==> config.mk <==
export PLATFORM = sky130hd
export DESIGN_NAME = pipelined_unsigned_mul_flat
export DESIGN_NICKNAME = d
export VERILOG_FILES = /design/src/rtl/pipelined_unsigned_mul_if.sv /design/src/rtl/pipelined_unsigned_mul.sv /design/src/flat_wrapper.sv
export SDC_FILE = /design/constraint.sdc
export NUM_CORES = 2
export LEC_CHECK = 0
export CORE_UTILIZATION = 40
export CTS_CLUSTER_DIAMETER = 40
export DETAILED_ROUTE_END_ITERATION = 10
export SLEW_MARGIN = 20
export SYNTH_ARGS = -nofsm -noshare
export SYNTH_HDL_FRONTEND = slang
export SYNTH_SLANG_ARGS = --single-unit
==> constraint.sdc <==
create_clock -name clk -period 8.8 [get_ports clk]
set_clock_uncertainty 0.1 [all_clocks]
set_input_delay 1.76 -clock clk [delete_from_list [all_inputs] [get_ports clk]]
set_output_delay 1.76 -clock clk [all_outputs]
set_load 0.1 [all_outputs]
==> src/rtl/pipelined_unsigned_mul_if.sv <==
// Handshake bundle for pipelined_unsigned_mul: operand/tag input channel and product/tag output channel.
interface pipelined_unsigned_mul_if #(
    parameter int WIDTH = 24,
    parameter int TAG_W = 4
);
    logic                 in_valid;
    logic                 in_ready;
    logic [WIDTH-1:0]     in1;
    logic [WIDTH-1:0]     in2;
    logic                 mode;
    logic [TAG_W-1:0]     tag_in;
    logic                 out_valid;
    logic                 out_ready;
    logic [2*WIDTH-1:0]   out;
    logic [TAG_W-1:0]     tag_out;

    modport master (
        output in_valid, in1, in2, mode, tag_in, out_ready,
        input  in_ready, out_valid, out, tag_out
    );

    modport slave (
        input  in_valid, in1, in2, mode, tag_in, out_ready,
        output in_ready, out_valid, out, tag_out
    );
endinterface

==> src/rtl/pipelined_unsigned_mul.sv <==
// Pipelined Karatsuba unsigned multiplier (1..3 stages) with dual-lane half-width mode,
// sideband tag and bubble-collapsing valid/ready flow control.
module pipelined_unsigned_mul #(
    parameter int WIDTH  = 24,
    parameter int STAGES = 3,
    parameter int TAG_W  = 4
) (
    input  logic                            clk,
    input  logic                            rst_n,
    pipelined_unsigned_mul_if.slave         bus,
    output logic [$clog2(STAGES+1)-1:0]     occupancy
);
    localparam int H = WIDTH / 2;

    typedef struct packed {
        logic [WIDTH-1:0] z2;
        logic [WIDTH-1:0] z0;
        logic [WIDTH+1:0] zm;
    } parts_t;

    function automatic parts_t split_mul(input logic [WIDTH-1:0] a, input logic [WIDTH-1:0] b);
        parts_t     p;
        logic [H:0] sa;
        logic [H:0] sb;
        sa   = {1'b0, a[WIDTH-1:H]} + {1'b0, a[H-1:0]};
        sb   = {1'b0, b[WIDTH-1:H]} + {1'b0, b[H-1:0]};
        p.z0 = {{H{1'b0}}, a[H-1:0]} * {{H{1'b0}}, b[H-1:0]};
        p.z2 = {{H{1'b0}}, a[WIDTH-1:H]} * {{H{1'b0}}, b[WIDTH-1:H]};
        p.zm = {{(H+1){1'b0}}, sa} * {{(H+1){1'b0}}, sb};
        return p;
    endfunction

    // Lane mode packs z2/z0 untouched so no carry crosses the lane boundary.
    function automatic logic [2*WIDTH-1:0] combine(input parts_t p, input logic m);
        logic [WIDTH+1:0]   z1;
        logic [2*WIDTH-1:0] z1s;
        z1  = p.zm - {2'b00, p.z0} - {2'b00, p.z2};
        z1s = {{(WIDTH-2){1'b0}}, z1} << H;
        if (m)
            return {p.z2, p.z0};
        return {p.z2, p.z0} + z1s;
    endfunction

    logic [STAGES:1]    v;
    logic [STAGES:1]    adv;
    logic [STAGES:1]    ld;
    logic [2*WIDTH-1:0] res_d;
    logic [TAG_W-1:0]   tag_d;
    logic [2*WIDTH-1:0] out_q;
    logic [TAG_W-1:0]   tag_q;

    // go = "the stage below can take a new entry"; it is true past any hole in the pipe.
    always_comb begin
        logic go;
        go  = bus.out_ready;
        adv = '0;
        for (int k = STAGES; k >= 1; k--) begin
            adv[k] = v[k] && go;
            go     = go || !v[k];
        end
    end

    assign bus.in_ready = !v[1] || adv[1];
    assign ld[1]        = bus.in_valid && bus.in_ready;

    for (genvar k = 2; k <= STAGES; k++) begin : g_ld
        assign ld[k] = adv[k-1];
    end

    always_ff @(posedge clk) begin
        if (!rst_n) begin
            v <= '0;
        end else begin
            for (int k = 1; k <= STAGES; k++)
                v[k] <= ld[k] || (v[k] && !adv[k]);
        end
    end

    always_comb begin
        occupancy = '0;
        for (int k = 1; k <= STAGES; k++)
            if (v[k])
                occupancy = occupancy + 1'b1;
    end

    if (STAGES == 1) begin : g_s1
        assign res_d = combine(split_mul(bus.in1, bus.in2), bus.mode);
        assign tag_d = bus.tag_in;
    end else if (STAGES == 2) begin : g_s2
        parts_t           p1;
        logic             m1;
        logic [TAG_W-1:0] t1;
        always_ff @(posedge clk) begin
            if (!rst_n) begin
                p1 <= '0;
                m1 <= 1'b0;
                t1 <= '0;
            end else if (ld[1]) begin
                p1 <= split_mul(bus.in1, bus.in2);
                m1 <= bus.mode;
                t1 <= bus.tag_in;
            end
        end
        assign res_d = combine(p1, m1);
        assign tag_d = t1;
    end else begin : g_s3
        logic [WIDTH-1:0] a1;
        logic [WIDTH-1:0] b1;
        logic             m1;
        logic [TAG_W-1:0] t1;
        parts_t           p2;
        logic             m2;
        logic [TAG_W-1:0] t2;
        always_ff @(posedge clk) begin
            if (!rst_n) begin
                a1 <= '0;
                b1 <= '0;
                m1 <= 1'b0;
                t1 <= '0;
                p2 <= '0;
                m2 <= 1'b0;
                t2 <= '0;
            end else begin
                if (ld[1]) begin
                    a1 <= bus.in1;
                    b1 <= bus.in2;
                    m1 <= bus.mode;
                    t1 <= bus.tag_in;
                end
                if (ld[2]) begin
                    p2 <= split_mul(a1, b1);
                    m2 <= m1;
                    t2 <= t1;
                end
            end
        end
        assign res_d = combine(p2, m2);
        assign tag_d = t2;
    end

    always_ff @(posedge clk) begin
        if (!rst_n) begin
            out_q <= '0;
            tag_q <= '0;
        end else if (ld[STAGES]) begin
            out_q <= res_d;
            tag_q <= tag_d;
        end
    end

    assign bus.out_valid = v[STAGES];
    assign bus.out       = out_q;
    assign bus.tag_out   = tag_q;
endmodule

==> src/flat_wrapper.sv <==
// flat-port wrapper written by rule: the top's interface ports become plain ports
module pipelined_unsigned_mul_flat 
#(
    parameter int WIDTH  = 24,
    parameter int STAGES = 3,
    parameter int TAG_W  = 4
)
  (clk, rst_n, occupancy, bus_in_valid, bus_in1, bus_in2, bus_mode, bus_tag_in, bus_out_ready, bus_in_ready, bus_out_valid, bus_out, bus_tag_out);
  pipelined_unsigned_mul_if #(.WIDTH(WIDTH), .TAG_W(TAG_W)) bus_i ();
  input  logic clk;
  input  logic rst_n;
  output logic [$clog2(STAGES+1)-1:0] occupancy;
  input wire logic [$bits(bus_i.in_valid)-1:0] bus_in_valid;
  input wire logic [$bits(bus_i.in1)-1:0] bus_in1;
  input wire logic [$bits(bus_i.in2)-1:0] bus_in2;
  input wire logic [$bits(bus_i.mode)-1:0] bus_mode;
  input wire logic [$bits(bus_i.tag_in)-1:0] bus_tag_in;
  input wire logic [$bits(bus_i.out_ready)-1:0] bus_out_ready;
  output wire logic [$bits(bus_i.in_ready)-1:0] bus_in_ready;
  output wire logic [$bits(bus_i.out_valid)-1:0] bus_out_valid;
  output wire logic [$bits(bus_i.out)-1:0] bus_out;
  output wire logic [$bits(bus_i.tag_out)-1:0] bus_tag_out;
  assign bus_i.in_valid = bus_in_valid;
  assign bus_i.in1 = bus_in1;
  assign bus_i.in2 = bus_in2;
  assign bus_i.mode = bus_mode;
  assign bus_i.tag_in = bus_tag_in;
  assign bus_i.out_ready = bus_out_ready;
  assign bus_in_ready = bus_i.in_ready;
  assign bus_out_valid = bus_i.out_valid;
  assign bus_out = bus_i.out;
  assign bus_tag_out = bus_i.tag_out;
  pipelined_unsigned_mul #(.WIDTH(WIDTH), .STAGES(STAGES), .TAG_W(TAG_W)) u_core (.clk(clk), .rst_n(rst_n), .bus(bus_i), .occupancy(occupancy));
endmodule
-- Word-level counts from Yosys, hierarchy flattened
Cells that the tools add are included.
- flip-flop bits (word level): 187
- logic and storage cells: 47
- input bits: 57
- reductions and logical operators: 19
- $add $sub $neg: 7
- mux-type cells: 6
- multipliers: 3
- operators with widths (kind ; number):
    2-to-1 mux 48 bit ; 2
    subtractor 26 x 24 -> 26 bit ; 2
    adder 48 x 38 -> 48 bit ; 1
    multiplier 12 x 12 -> 24 bit ; 2
    adder 12 x 12 -> 13 bit ; 2
    multiplier 13 x 13 -> 26 bit ; 1
    logical AND 1 bit ; 7
    zero test 1 bit ; 6
    logical OR 1 bit ; 6
    2-to-1 mux 2 bit ; 2
    adder 1 x 1 -> 2 bit (second input constant) ; 1
    adder 2 x 1 -> 2 bit (second input constant) ; 1
    2-to-1 mux 1 bit ; 2

-- Depth between registers and ports, before layout
- depth after elaboration: 7
- mapped depth: 33

-- Worst setup path before layout
Ideal clock, no wire load.
- path kind: register to register
- start point: register u_core.g_s3.b1[1]
- end point: register u_core.g_s3.p2[24] (netlist bit)
- buffers on the path: 2
- path slack: 1.636 ns
- data required time: 8.621 ns
- stages on the path, launching flop included: 31
- arrival: 6.985 ns
- path through: dfxtp_1 -> clkbuf_1 -> inv_1 -> fa_1 -> inv_1 -> a21oi_1 -> o21bai_1 -> a21o_1 -> a21o_1 -> a31oi_1 -> o211ai_1 -> xor2_1 -> clkbuf_1 -> nand2_1 -> fa_1 -> fa_1 -> inv_1 -> fa_1 -> fa_1 -> inv_1 -> fa_1 -> inv_1 -> ha_1 -> a21o_1 -> a41o_1 -> a311o_2 -> o31ai_4 -> o21ai_2 -> a31oi_4 -> nand4_1 -> o211ai_1
- longest elaborated chain between the ends: 2
- ends and longest elaborated chain (item ; RTL line ; text):
    start: declaration ; pipelined_unsigned_mul.sv:108 ; logic [WIDTH-1:0] b1;
    start signal: assignment ; pipelined_unsigned_mul.sv:126 ; b1 <= bus.in2;
    adder 12 x 12 -> 13 bit ; pipelined_unsigned_mul.sv:26 ; sb = {1'b0, b[WIDTH-1:H]} + {1'b0, b[H-1:0]};
    multiplier 13 x 13 -> 26 bit ; pipelined_unsigned_mul.sv:29 ; p.zm = {{(H+1){1'b0}}, sa} * {{(H+1){1'b0}}, sb};
    end signal: assignment ; pipelined_unsigned_mul.sv:131 ; p2 <= split_mul(a1, b1);
    end: declaration ; pipelined_unsigned_mul.sv:111 ; parts_t p2;
Every way passes these cells.
A chain may end at the register's enable or synchronous reset.

-- Worst setup path in the final report
- start point: register u_core.g_s3.a1[13]
- end point: register u_core.g_s3.p2[24] (netlist bit)
- longest elaborated chain between the ends: 2
- ends and longest elaborated chain (item ; RTL line ; text):
    start: declaration ; pipelined_unsigned_mul.sv:107 ; logic [WIDTH-1:0] a1;
    start signal: assignment ; pipelined_unsigned_mul.sv:125 ; a1 <= bus.in1;
    adder 12 x 12 -> 13 bit ; pipelined_unsigned_mul.sv:25 ; sa = {1'b0, a[WIDTH-1:H]} + {1'b0, a[H-1:0]};
    multiplier 13 x 13 -> 26 bit ; pipelined_unsigned_mul.sv:29 ;
Every way passes these cells.

==> results.py <==
metrics = {
    "run_status": {
        "run_status": "finished, final reports clean",
    },
    "finish": {
        "insertedDiodeCount": 0,
        "share_of_post_route_cells_with_drive_strength_above_1_pct": 3.53,
        "fillerInstances": 6368,
        "finalNetCount": 3812,
        "syn_to_final_growth_pct": 10.3,
    },
    "clock_network": {
        "cts-htree-levels": 4,
        "cts.path.max_buffers": 2,
        "cts_made_buffers": 17,
        "clkLatencyLatePin_ps": 510,
        "cts-hold-fix-buffers": 0,
        "clock_sinks": 187,
        "postCtsSetupRepairBufs": 0,
        "cts_repair_resized_insts": 0,
        "cts_tree": "done",
        "clkTransAtPathRegs_ps": 80,
        "cts_root_buf": "clkbuf_16",
    },
    "critical_path": {
        "slowest_delay_ps": 770,
        "signal_arrival_time_at_the_worst_endpoint_ps": 8260,
        "timing.critical_path.from_type": "flop",
        "crit_top_cell": "fa_1",
        "crit_path_max_fanout": 15,
        "worst-endpoint-required_ps": 9130,
        "setup.worst_path.class": "reg -> reg",
        "category_of_the_worst_setup_path_capture_point": "flop",
        "critPathSlowestCell": "dfxtp_1",
    },
    "flow_run": {
        "maxCapViolCount": 0,
    },
    "pwr": {
        "seq_power_share_pct": 22.1,
        "cellInternalPower_w": 0.00238,
        "clock_power_share_pct": 19.1,
        "power.total_w": 0.00446,
        "power_leakage_nw": 13.0,
        "peakVddDrop_uv": 164,
        "swShare_pct": 46.7,
        "pwr_density_cell_nw_per_um2": 158,
        "power_switching_w": 0.00208,
        "power.combinational.fraction_pct": 58.7,
    },
    "timing": {
        "final.period_utilization_pct": 90.1,
        "worst-slew-pin-transition_ps": 1050,
        "fmaxAchievable_ghz": 0.126,
        "post-route-min-period_ps": 7930,
        "timing.final.max_slew_violations": 0,
        "rsz_0062_raised_after_global_routing": "no",
        "setup_total_negative_slack_ps": 0,
        "worst_slew_margin_rel_pct": 30.0,
        "final_hold_viol_count": 0,
        "setup-violations-final": 0,
    },
    "route": {
        "finalWirelength_um": 71400,
        "detail_route.vias_per_cell": 5.14,
        "routed_wl_met2_um": 32000,
        "wl_met3_um": 3260,
        "route.vias.total": 20500,
        "number_of_violations_reported_at_the_end_of_detailed_routing_iteration_0": 1194,
        "first_pass_iters": 5,
        "routed_wire_length_per_instance_um": 17.9,
        "met1Wirelength_um": 34600,
        "top_layer_used": "met4",
        "postRouteAntennaNets": 0,
        "remaining_drc_errors": 0,
    },
    "grt": {
        "globalRouteTotalUtil_pct": 23.1,
        "grt_overflow": 0,
        "number_of_global_route_vias_before_repair": 20400,
        "grt_start_max_net_pins": 70,
        "wire_length_of_the_first_global_routing_pass_um": 115000,
        "antenna_found_initial": 0,
    },
    "synth": {
        "postSynth.asyncResetShare_pct": 0,
        "post_synthesis_instance_total": 3102,
        "yosys_register_bits": 187,
        "synthesis.nets": 3781,
        "yosys.cell_types.count": 79,
        "syn-mean-instance-area_um2": 8.23,
        "syn-cell-area_um2": 25500,
        "number_of_enable_flip_flop_cells_after_synthesis": 0,
        "dominantRegCellSynth": "dfxtp_1",
        "yosysSeqAreaShare_pct": 14.7,
        "yosys_warnings": 0,
    },
    "floorplan": {
        "floorplan.die_area_um2": 64800,
        "dieHeight_um": 255,
        "pin_count": 113,
        "floorplan.initialDensity_pct": 40.5,
        "rows": 92,
        "die-width_um": 255,
        "floorplan_core_area_um2": 63100,
    },
    "placed_design": {
        "place.gp.congestion": 0.899,
        "dp.final_hpwl_um": 56400,
        "portBuffers": 112,
    },
    "worst_hold_path": {
        "min_path_type": "reg -> reg",
    },
}
-- layout make-up --
type                            count  area (um2)  area share [%]
Multi-Input combinational cell   2302       19500            69.2
Clock buffer                       17         425            1.51
Clock inverter                     15         205           0.729
Tap cell                          846        1060            3.76
Inverter                          466        1750            6.23
Sequential cell                   187        3740            13.3
Timing Repair Buffer              159        1470            5.24
-- metrics by stage --
stage,cell area [um2],utilization [%],std cells,hold slack [ps],setup WS [ps]
after floorplan,25500,-,3102,332,1640
after global placement,27500,43.6,3960,343,1010
after detailed placement,27500,43.6,3960,347,742
after CTS,28100,44.6,3992,357,721
after global routing,28200,44.6,3992,370,351
final,28200,44.6,3992,352,872
-- worst paths after layout --
| kind | from | endpoint | slack (ps) | cells past startpoint |
|---|---|---|---|---|
| max | u_core.g_s3.a1[13]$_SDFFE_PN0P_ | u_core.g_s3.p2[24]$_SDFFE_PN0P_ | 870 | 31 |
| min | u_core.g_s3.t2[3]$_SDFFE_PN0P_ | u_core.bus.tag_out[3]$_SDFFE_PN0P_ | 350 | 2 |
| max reg2reg | u_core.g_s3.a1[13]$_SDFFE_PN0P_ | u_core.g_s3.p2[24]$_SDFFE_PN0P_ | 870 | 31 |
| min reg2reg | u_core.g_s3.t2[3]$_SDFFE_PN0P_ | u_core.bus.tag_out[3]$_SDFFE_PN0P_ | 350 | 2 |
-- power by group through the flow --
stage,Clock (W),Combinational [W],Sequential [W]
2_1_floorplan,0,0.00196,0.00105
4_1_cts,0.000877,0.00261,0.000987
6_report,0.000853,0.00262,0.000987
3_5_place_dp,0,0.00259,0.00101
3_3_place_gp,0,0.00259,0.00101
5_1_grt,0.000909,0.00297,0.000996
-- registers in the layout, summed over array words and instances, names as in the netlist --
register,flops
u_core.bus.out,48
u_core.bus.tag_out,4
u_core.g_s3.a1,24
u_core.g_s3.b1,24
u_core.g_s3.m1,1
u_core.g_s3.m2,1
u_core.g_s3.p2,74
u_core.g_s3.t1,4
u_core.g_s3.t2,4
u_core.v,3
-- critical path: cells and delay by family, from the launching register on --
family	cells	cell delay [ps]
simple gates	4	670
fa+ha+maj	7	3200
buf+inv	6	520
compound gates	13	2470
flops	1	770
xor+xnor	1	130
-- layer usage --
metal  vias up  global-route usage, %
li1       9989                      -
met1      9922                   32.6
met2       499                   36.9
met3        89                   3.00
met4         0                   6.59
met5         -                      0
-- synth_stat cells, types with 9 or more instances --
cell type    n  share of area (%)
o21a_1      20               0.59
a21o_1      48                1.4
a211oi_1    20               0.59
xor2_1      48                1.6
o21ai_1     10               0.20
a311oi_1    10               0.34
nand4_1     13               0.32
ha_1       274                 13
nor2_1      92                1.4
or3_1       19               0.47
clkbuf_1   136                2.0
xnor2_1     65                2.2
and2_1     161                3.9
inv_1      466                6.9
dfxtp_1    187                 15
o21ai_0     83                1.6
nand2_1    594                8.7
nor4_1       9               0.22
nand2b_1    20               0.49
and3_1      11               0.27
a21oi_1    235                4.6
a31oi_1     15               0.37
nor3_1      27               0.53
fa_1       348                 27
nor2b_1     22               0.54
o21bai_1    14               0.41
nand3_1     42               0.82
o211ai_1    17               0.50
-- cells by family (layout without fill, tap and decap cells) --
family	count (synthesis)	in the layout	share of synthesized area, %
AND/OR/NAND/NOR	1029	1029	18.3
multiplexers	5	5	0.196
AO/OA/AOI/OAI	533	533	13.1
adder cells (fa/ha/maj)	622	622	40.7
flip-flops	187	187	14.7
XOR/XNOR	113	113	3.88
buffers and inverters	613	657	9.17
-- layout by cell type, fill, tap and decap left out, types with 47 or more instances in the layout --
master             n
xnor2_1           63
nor2_1            91
and2_1           161
ha_1             274
nand2_1          592
dfxtp_1          187
buf_4             47
clkdlybuf4s50_1  112
a21oi_1          235
xor2_1            48
o21ai_0           83
fa_1             348
a21o_1            48
inv_1            465
Note: power is estimated with default switching activity, not from simulation.
